===== src/rtl/dijkstra_pkg.sv =====
// Shared types and constants for the dijkstra datapath blocks.
package dijkstra_pkg;

  localparam int unsigned DEFAULT_MADDR_WIDTH = 16;
  localparam int unsigned DEFAULT_MDATA_WIDTH = 16;

  typedef enum logic [1:0] {
    ARB_IDLE    = 2'd0,
    ARB_RD_BUSY = 2'd1,
    ARB_WR_BUSY = 2'd2
  } arb_state_t;

  localparam logic GRANT_RD = 1'b0;
  localparam logic GRANT_WR = 1'b1;

  // Round-robin tie break: the read side wins unless it was granted last.
  function automatic logic pick_read(input logic rd_req, input logic wr_req,
                                     input logic last_grant);
    return rd_req && (!wr_req || (last_grant == GRANT_WR));
  endfunction

endpackage


===== src/rtl/mem_arb_timer.sv =====
// Saturating busy-cycle counter that flags the last allowed cycle of a memory transaction.
module mem_arb_timer #(
  parameter int unsigned TIMEOUT_CYCLES = 1024,
  parameter int unsigned TIMEOUT_WIDTH  = 16
) (
  input  logic clock,
  input  logic reset,
  input  logic i_clear,
  input  logic i_enable,
  output logic o_expired_c
);

  localparam bit TIMEOUT_ON = (TIMEOUT_CYCLES != 0);
  localparam logic [TIMEOUT_WIDTH-1:0] LAST_COUNT =
    TIMEOUT_ON ? TIMEOUT_WIDTH'(TIMEOUT_CYCLES - 1) : '0;

  logic [TIMEOUT_WIDTH-1:0] r_count;

  // Stops at the expiry value instead of wrapping; held at zero when disabled.
  always_ff @(posedge clock) begin
    if (reset || i_clear || !TIMEOUT_ON) begin
      r_count <= '0;
    end else if (i_enable && (r_count != LAST_COUNT)) begin
      r_count <= r_count + TIMEOUT_WIDTH'(1);
    end
  end

  assign o_expired_c = TIMEOUT_ON && i_enable && (r_count == LAST_COUNT);

endmodule


===== src/rtl/mem_port_arbiter.sv =====
// Shares the external memory port between the edge-cache reader and the result writer,
// one registered transaction at a time, with a response timeout and sticky error flag.
module mem_port_arbiter
  import dijkstra_pkg::*;
#(
  parameter int unsigned MADDR_WIDTH    = DEFAULT_MADDR_WIDTH,
  parameter int unsigned MDATA_WIDTH    = DEFAULT_MDATA_WIDTH,
  parameter int unsigned TIMEOUT_CYCLES = 1024,
  parameter int unsigned TIMEOUT_WIDTH  = 16
) (
  input  logic                   clock,
  input  logic                   reset,
  input  logic                   rd_req,
  input  logic [MADDR_WIDTH-1:0] rd_addr,
  output logic                   rd_ack,
  output logic [MDATA_WIDTH-1:0] rd_data,
  input  logic                   wr_req,
  input  logic [MADDR_WIDTH-1:0] wr_addr,
  input  logic [MDATA_WIDTH-1:0] wr_data,
  output logic                   wr_ack,
  output logic                   xfer_err,
  output logic                   timeout_error,
  output logic                   mem_read_enable,
  output logic                   mem_write_enable,
  output logic [MADDR_WIDTH-1:0] mem_addr,
  output logic [MDATA_WIDTH-1:0] mem_write_data,
  input  logic [MDATA_WIDTH-1:0] mem_read_data,
  input  logic                   mem_read_ready,
  input  logic                   mem_write_ready
);

  arb_state_t             r_state;
  logic                   r_last_grant;
  logic                   r_rd_en;
  logic                   r_wr_en;
  logic [MADDR_WIDTH-1:0] r_addr;
  logic [MDATA_WIDTH-1:0] r_wdata;
  logic [MDATA_WIDTH-1:0] r_rd_data;
  logic                   r_rd_ack;
  logic                   r_wr_ack;
  logic                   r_xfer_err;
  logic                   r_timeout_error;

  arb_state_t             w_state_nxt;
  logic                   w_last_grant_nxt;
  logic                   w_rd_en_nxt;
  logic                   w_wr_en_nxt;
  logic [MADDR_WIDTH-1:0] w_addr_nxt;
  logic [MDATA_WIDTH-1:0] w_wdata_nxt;
  logic [MDATA_WIDTH-1:0] w_rd_data_nxt;
  logic                   w_rd_ack_nxt;
  logic                   w_wr_ack_nxt;
  logic                   w_xfer_err_nxt;
  logic                   w_timeout_error_nxt;
  logic                   w_expired;

  mem_arb_timer #(
    .TIMEOUT_CYCLES(TIMEOUT_CYCLES),
    .TIMEOUT_WIDTH (TIMEOUT_WIDTH)
  ) u_timer (
    .clock      (clock),
    .reset      (reset),
    .i_clear    (r_state == ARB_IDLE),
    .i_enable   (r_state != ARB_IDLE),
    .o_expired_c(w_expired)
  );

  always_ff @(posedge clock) begin
    if (reset) begin
      r_state         <= ARB_IDLE;
      r_last_grant    <= GRANT_WR;
      r_rd_en         <= 1'b0;
      r_wr_en         <= 1'b0;
      r_addr          <= '0;
      r_wdata         <= '0;
      r_rd_data       <= '0;
      r_rd_ack        <= 1'b0;
      r_wr_ack        <= 1'b0;
      r_xfer_err      <= 1'b0;
      r_timeout_error <= 1'b0;
    end else begin
      r_state         <= w_state_nxt;
      r_last_grant    <= w_last_grant_nxt;
      r_rd_en         <= w_rd_en_nxt;
      r_wr_en         <= w_wr_en_nxt;
      r_addr          <= w_addr_nxt;
      r_wdata         <= w_wdata_nxt;
      r_rd_data       <= w_rd_data_nxt;
      r_rd_ack        <= w_rd_ack_nxt;
      r_wr_ack        <= w_wr_ack_nxt;
      r_xfer_err      <= w_xfer_err_nxt;
      r_timeout_error <= w_timeout_error_nxt;
    end
  end

  // Requests seen during an ack cycle belong to the finishing requester and are ignored.
  always_comb begin
    w_state_nxt         = r_state;
    w_last_grant_nxt    = r_last_grant;
    w_rd_en_nxt         = r_rd_en;
    w_wr_en_nxt         = r_wr_en;
    w_addr_nxt          = r_addr;
    w_wdata_nxt         = r_wdata;
    w_rd_data_nxt       = r_rd_data;
    w_rd_ack_nxt        = 1'b0;
    w_wr_ack_nxt        = 1'b0;
    w_xfer_err_nxt      = 1'b0;
    w_timeout_error_nxt = r_timeout_error;
    case (r_state)
      ARB_IDLE: begin
        if (!r_rd_ack && !r_wr_ack) begin
          if (pick_read(rd_req, wr_req, r_last_grant)) begin
            w_state_nxt = ARB_RD_BUSY;
            w_rd_en_nxt = 1'b1;
            w_addr_nxt  = rd_addr;
          end else if (wr_req) begin
            w_state_nxt = ARB_WR_BUSY;
            w_wr_en_nxt = 1'b1;
            w_addr_nxt  = wr_addr;
            w_wdata_nxt = wr_data;
          end
        end
      end
      ARB_RD_BUSY: begin
        if (mem_read_ready || w_expired) begin
          w_state_nxt      = ARB_IDLE;
          w_rd_en_nxt      = 1'b0;
          w_rd_ack_nxt     = 1'b1;
          w_last_grant_nxt = GRANT_RD;
          if (mem_read_ready) begin
            w_rd_data_nxt = mem_read_data;
          end else begin
            w_xfer_err_nxt      = 1'b1;
            w_timeout_error_nxt = 1'b1;
          end
        end
      end
      ARB_WR_BUSY: begin
        if (mem_write_ready || w_expired) begin
          w_state_nxt      = ARB_IDLE;
          w_wr_en_nxt      = 1'b0;
          w_wr_ack_nxt     = 1'b1;
          w_last_grant_nxt = GRANT_WR;
          if (!mem_write_ready) begin
            w_xfer_err_nxt      = 1'b1;
            w_timeout_error_nxt = 1'b1;
          end
        end
      end
      default: begin
        w_state_nxt = ARB_IDLE;
        w_rd_en_nxt = 1'b0;
        w_wr_en_nxt = 1'b0;
      end
    endcase
  end

  assign rd_ack           = r_rd_ack;
  assign rd_data          = r_rd_data;
  assign wr_ack           = r_wr_ack;
  assign xfer_err         = r_xfer_err;
  assign timeout_error    = r_timeout_error;
  assign mem_read_enable  = r_rd_en;
  assign mem_write_enable = r_wr_en;
  assign mem_addr         = r_addr;
  assign mem_write_data   = r_wdata;

endmodule


===== config.mk =====
export PLATFORM = sky130hd
export DESIGN_NAME = mem_port_arbiter
export DESIGN_NICKNAME = d
export VERILOG_FILES = /design/src/rtl/dijkstra_pkg.sv /design/src/rtl/mem_arb_timer.sv /design/src/rtl/mem_port_arbiter.sv
export SDC_FILE = /design/constraint.sdc
export NUM_CORES = 1
export LEC_CHECK = 0
export CORE_MARGIN = 10
export CORE_UTILIZATION = 47
export CTS_CLUSTER_DIAMETER = 30
export DETAILED_ROUTE_END_ITERATION = 7
export GPL_ROUTABILITY_DRIVEN = 0
export PLACE_DENSITY = 0.85
export SETUP_SLACK_MARGIN = 0.2
export SLEW_MARGIN = 20
export SYNTH_ARGS = -nofsm -noshare
export SYNTH_HDL_FRONTEND = slang
export SYNTH_HIERARCHICAL = 1
export SYNTH_SLANG_ARGS = --single-unit

===== constraint.sdc =====
create_clock -name clock -period 5.7 [get_ports clock]
set_clock_uncertainty 0.1 [all_clocks]
set_input_delay 1.14 -clock clock [delete_from_list [all_inputs] [get_ports clock]]
set_output_delay 1.14 -clock clock [all_outputs]
set_load 0.02 [all_outputs]

== Yosys cells after proc, flatten, opt, wreduce, memory -nomap -nowiden ==
Index checks and enable logic that the tools add are counted.

* Bitwise gates (word level): 3
* Equality and inequality tests: 13
* $add $sub $neg: 1
* Multiplexer cells: 31
* Reductions and logical operators: 25

{| class="wikitable"
|+ Operators by type and width
! kind !! number
|-
| $mux W16 || 2
|-
| $mux W1 || 18
|-
| $add A16 B1 Y16 const B || 1
|-
| $eq A16 B10 Y1 const B || 1
|-
| $ne A16 B10 Y1 const B || 1
|-
| $ne A2 B2 Y1 const B || 8
|-
| $reduce_and A4 Y1 || 3
|-
| $mux W2 || 5
|-
| $reduce_and A5 Y1 || 2
|-
| $reduce_and A3 Y1 || 3
|-
| $pmux W1 S2 || 3
|-
| $pmux W1 S3 || 2
|-
| $pmux W2 S3 || 1
|-
| $reduce_bool A2 Y1 || 3
|-
| $logic_and A1 B1 Y1 || 4
|-
| $logic_or A1 B1 Y1 || 4
|-
| $reduce_or A2 Y1 || 2
|-
| $logic_not A1 Y1 || 3
|-
| $ne A3 B3 Y1 const B || 1
|-
| $not A1 Y1 || 3
|-
| $eq A2 B1 Y1 const B || 1
|-
| $eq A2 B2 Y1 const B || 1
|-
| $logic_not A2 Y1 || 1
|}

* Output and inout port bits: 54
* Flip-flop bits (word level): 73
* Word-level logic and storage cells: 85
* Input port bits: 70

== Depth between registers and ports, before layout ==
* Word-level depth: 6
* Mapped depth: 9
* Gate-level depth less buffers: 9

== By module ==
The synthesis kept the hierarchy.

{| class="wikitable"
|+ Modules (own cells, without submodules)
! module !! times used !! seq. area each (um2) !! cells each !! area each (um2)
|-
| mem_port_arbiter || 1 || 1141.1 || 251 || 2382.3
|-
| mem_arb_timer || 1 || 320.3 || 99 || 864.6
|}

== Least setup slack after synthesis ==
Ideal clock, no wire load.

* Path kind: reg-to-reg
* Start: register r_state[1]
* End: register u_timer.r_count[15]
* Required time: 5530 ps
* Buffers on the path: 0
* Slack: 3437 ps
* Arrival: 2093 ps
* Library setup time: 70 ps
* Cell stages (with the launch flop): 8
* Period minus slack after synthesis: 2263 ps
* Cells stage by stage: dfxtp_1 -> inv_1 -> ha_1 -> inv_1 -> nand4_1 -> or3_1 -> or4_1 -> a21oi_1

* Word-level cells in the longest chain between the ends: 2
* Elaborated cells between the ends (all ways): 4
* Those cells by class: 4 x reduce/logical

{| class="wikitable"
|+ RTL lines
! what !! line !! text
|-
| start, declared || mem_port_arbiter.sv:32 || <nowiki>arb_state_t r_state;</nowiki>
|-
| start signal, assigned || mem_port_arbiter.sv:82 || <nowiki>r_state <= w_state_nxt;</nowiki>
|-
| $reduce_bool A2 Y1 / $logic_not A2 Y1 (equally long branches) || mem_port_arbiter.sv:64, mem_port_arbiter.sv:63 ||
|-
| $logic_and A1 B1 Y1 / $logic_or A1 B1 Y1 (equally long branches) || mem_arb_timer.sv:23, mem_arb_timer.sv:21 ||
|-
| end signal, assigned || mem_arb_timer.sv:24 || <nowiki>r_count <= r_count + TIMEOUT_WIDTH'(1);</nowiki>
|-
| end, declared || mem_arb_timer.sv:17 || <nowiki>logic [TIMEOUT_WIDTH-1:0] r_count;</nowiki>
|}

Parallel ways exist; a longest one is shown, timed or not.
A chain may end at the register's enable or synchronous reset.

== Final worst setup path ==
* Start: input rd_req
* End: register r_addr[7] (netlist: mem_addr[7])

* Word-level cells in the longest chain between the ends: 3
* Elaborated cells between the ends (all ways): 4
* Those cells by class: 1 x mux; 3 x reduce/logical

{| class="wikitable"
|+ RTL lines
! what !! line !! text
|-
| start, declared || mem_port_arbiter.sv:13 || <nowiki>input logic rd_req,</nowiki>
|-
| $logic_and A1 B1 Y1 * || dijkstra_pkg.sv:19 || <nowiki>return rd_req && (!wr_req || (last_grant == GRANT_WR));</nowiki>
|-
| $reduce_bool A2 Y1 (no source line) || -- ||
|-
| $reduce_and A3 Y1 (no source line) || -- ||
|-
| end signal, assigned || mem_port_arbiter.sv:86 || <nowiki>r_addr <= w_addr_nxt;</nowiki>
|-
| end, declared || mem_port_arbiter.sv:36 || <nowiki>logic [MADDR_WIDTH-1:0] r_addr;</nowiki>
|}

Mark *: on every way between the ends. The rest lies on a longest branch, timed or not.

==> out/results.ini <==
[grt]
grt_pass1_vias = 2957
grt_use_met1_pct = 18.8
antenna_found_initial = 0
grt_overflow = 0
grt_pass1_wl_um = 14100
grt_max_degree = 63
grt-busiest-layer = met2
track_usage_pct = 16.8
met3_usage_pct = 6.97
met2_usage_pct = 28.1

[finish]
fin_nets = 546
diodes = 0
seq_area_um2 = 1460
multi_input_area_um2 = 1690
area_growth_pct = 45.6
final_area_um2 = 4730
drive_above_1_share_pct = 9.47
fillerInstances = 525

[clock_network]
ctsResizeCount = 0
path_clk_slew_ns = 0.07
cts_buffers = 9
cts_max_level = 3
post_cts_buffers = 0
cts_hold_buf = 0
numClockSinks = 73
clock_latency_ns = 0.34
ctsLongestPathBuffers = 2
root_buffer = clkbuf_8
cts_tree = built

[placed_design]
placed_cell_area_um2 = 4510
place_hpwl_um = 6700
port_buffers = 123

[sta]
fmax_ghz = 0.370
setup_viol = 0
rsz0062_at_grt = false
tightest_slew_ns = 0.841
fin_setup_tns_ns = 0
finalHoldViolCount = 0
drv_slew = 0
slew_headroom_pct = 43.8
fin_worst_hold_slack_ns = 0.355
period_minus_slack_ns = 2.70
finalCritPeriodShare_pct = 47.4

[yosys]
synth-seq-cells = 73
netlist_instances = 350
async_flop_share_pct = 0
synthFlopType = dfxtp_1
syn_area_per_cell_um2 = 9.28
synth_top_area_cell = dfxtp_1
synth_common_cells = 73 x dfxtp_1, 43 x nor2_1, 42 x nand2_1
synth_area_leaders = dfxtp_1 45%, mux2i_1 10%, a211oi_2 5.4%
syn_nets = 426
synth_edf_count = 0
ys_warn_count = 6
yosysUniqueCellTypes = 52
yosys.cell_count.top_type = dfxtp_1
syn_area_um2 = 3250
synth_top_area_share_pct = 45.0
ys_seq_area_share_pct = 45.0

[floorplan]
rows = 30
fp.dieW_um = 103
start_util_pct = 48.1
dieHeight_um = 103
core_um2 = 6760
dieArea_um2 = 10600
pin_count = 124

[worst_setup_path]
reg2reg_to = u_timer/r_count[15]
path_max_fanout = 32
worstSetupPathType = input port to flop
endpoint_kind = flop
crit_required_ns = 5.85
cp_data_arrival_time_ns = 2.85
r2r_start = r_state[1]
start_kind = input port
r2r_cells = 7
reg2reg_slack_ns = 3.16
cp-endpoint = mem_addr[7]
crit_path_start = rd_req

[drt]
drc = 0
dr.pass1.iters = 4
routed-via-count = 3007
wl_per_cell_um = 16.0
wl_um = 8910
drtIter0Drc = 134
via_per_inst = 5.42
ant_nets = 0

[power_and_ir_drop]
total_power_mw = 1.52
ir_worst_vdd_uv = 208
power.density_nw_per_um2 = 321
p_leak_nw = 1.81

[flow_run]
drv_cap = 0

[outcome]
status = complete, no violations

[min_path]
min_path_type = flop to flop
hp-start = rd_data[7]

[logic make-up (layout without fill, tap and decap cells)]
| logic type | after synthesis | in the layout | share of synthesized area [%] |
|---|---|---|---|
| compound gates | 78 | 78 | 17.9 |
| buf+inv | 21 | 146 | 3.20 |
| simple gates | 138 | 138 | 21.2 |
| flops | 73 | 73 | 45.0 |
| mux | 33 | 33 | 10.2 |
| xor+xnor | 1 | 1 | 0.270 |
| fa+ha+maj | 6 | 6 | 2.31 |
[critical path: stages]
cell,delay [ns]
clkdlybuf4s50_1,0.57
nor2_1,0.11
nor2_4,0.67
nor2_1,0.10
a211oi_1,0.25
[routing by layer]
layer	share of wire, %	up-vias
met5	0	-
met3	8.4	10
met1	40	1390
li1	-	1502
met4	1.6	0
met2	50	105
[how the worst min path moves through the flow]
stage / to / slack (ns) / cells past startpoint
floorplan: u_timer/r_count[15] / 0.36 / 2
global placement: rd_data[0] / 0.34 / 2
detailed placement: rd_data[10] / 0.35 / 2
CTS: rd_data[10] / 0.36 / 2
global route: rd_data[9] / 0.38 / 2
finish: rd_data[7] / 0.35 / 2
[where the power goes]
part	total, mW	internal (mW)	switching (mW)
Clock	0.441	0.258	0.183
Sequential	0.598	0.568	0.0307
Combinational	0.480	0.225	0.255
[per-stage QoR]
stage	utilization [%]	instances	setup slack, ns
floorplan	-	350	3.44
global placement	66.7	539	2.73
detailed placement	66.7	539	2.65
CTS	70.0	555	3.01
global route	70.0	555	2.83
finish	70.0	555	3.00
[sequential cells by signal (all words and copies together) (netlist names)]
| signal | cells |
|---|---|
| r_last_grant | 1 |
| r_state | 2 |
| u_timer/r_count | 16 |
| mem_read_enable | 1 |
| wr_ack | 1 |
| timeout_error | 1 |
| mem_addr | 16 |
| rd_data | 16 |
| rd_ack | 1 |
| xfer_err | 1 |
| mem_write_enable | 1 |
| mem_write_data | 16 |
[final cells by class]
cell class	instances	share of cell area (%)
Timing Repair Buffer	125	26.3
Clock inverter	5	1.67
Clock buffer	11	2.99
Inverter	5	0.397
Sequential cell	73	30.9
Tap cell	80	2.12
Multi-Input combinational cell	256	35.7
[placed cells by master, fill, tap and decap left out, types with 2 or more instances in the layout]
cell type	n
clkdlybuf4s50_1	122
buf_4	2
a41o_1	2
inv_1	5
o21ai_0	4
o31ai_1	4
or4_1	3
clkbuf_8	10
mux2i_1	33
or3_1	5
nor3b_1	4
a21oi_1	29
nand3_1	9
nand4_1	6
dfxtp_1	73
ha_1	6
or2_2	2
nand2_1	42
or3_2	2
o21a_1	2
nor3_1	6
a21o_1	2
o21ai_1	4
a31oi_1	6
nand2b_1	2
clkinv_2	2
a211oi_1	4
a211oi_2	14
bufinv_16	2
nor2_1	43
Note: power is estimated with default switching activity, not from simulation.
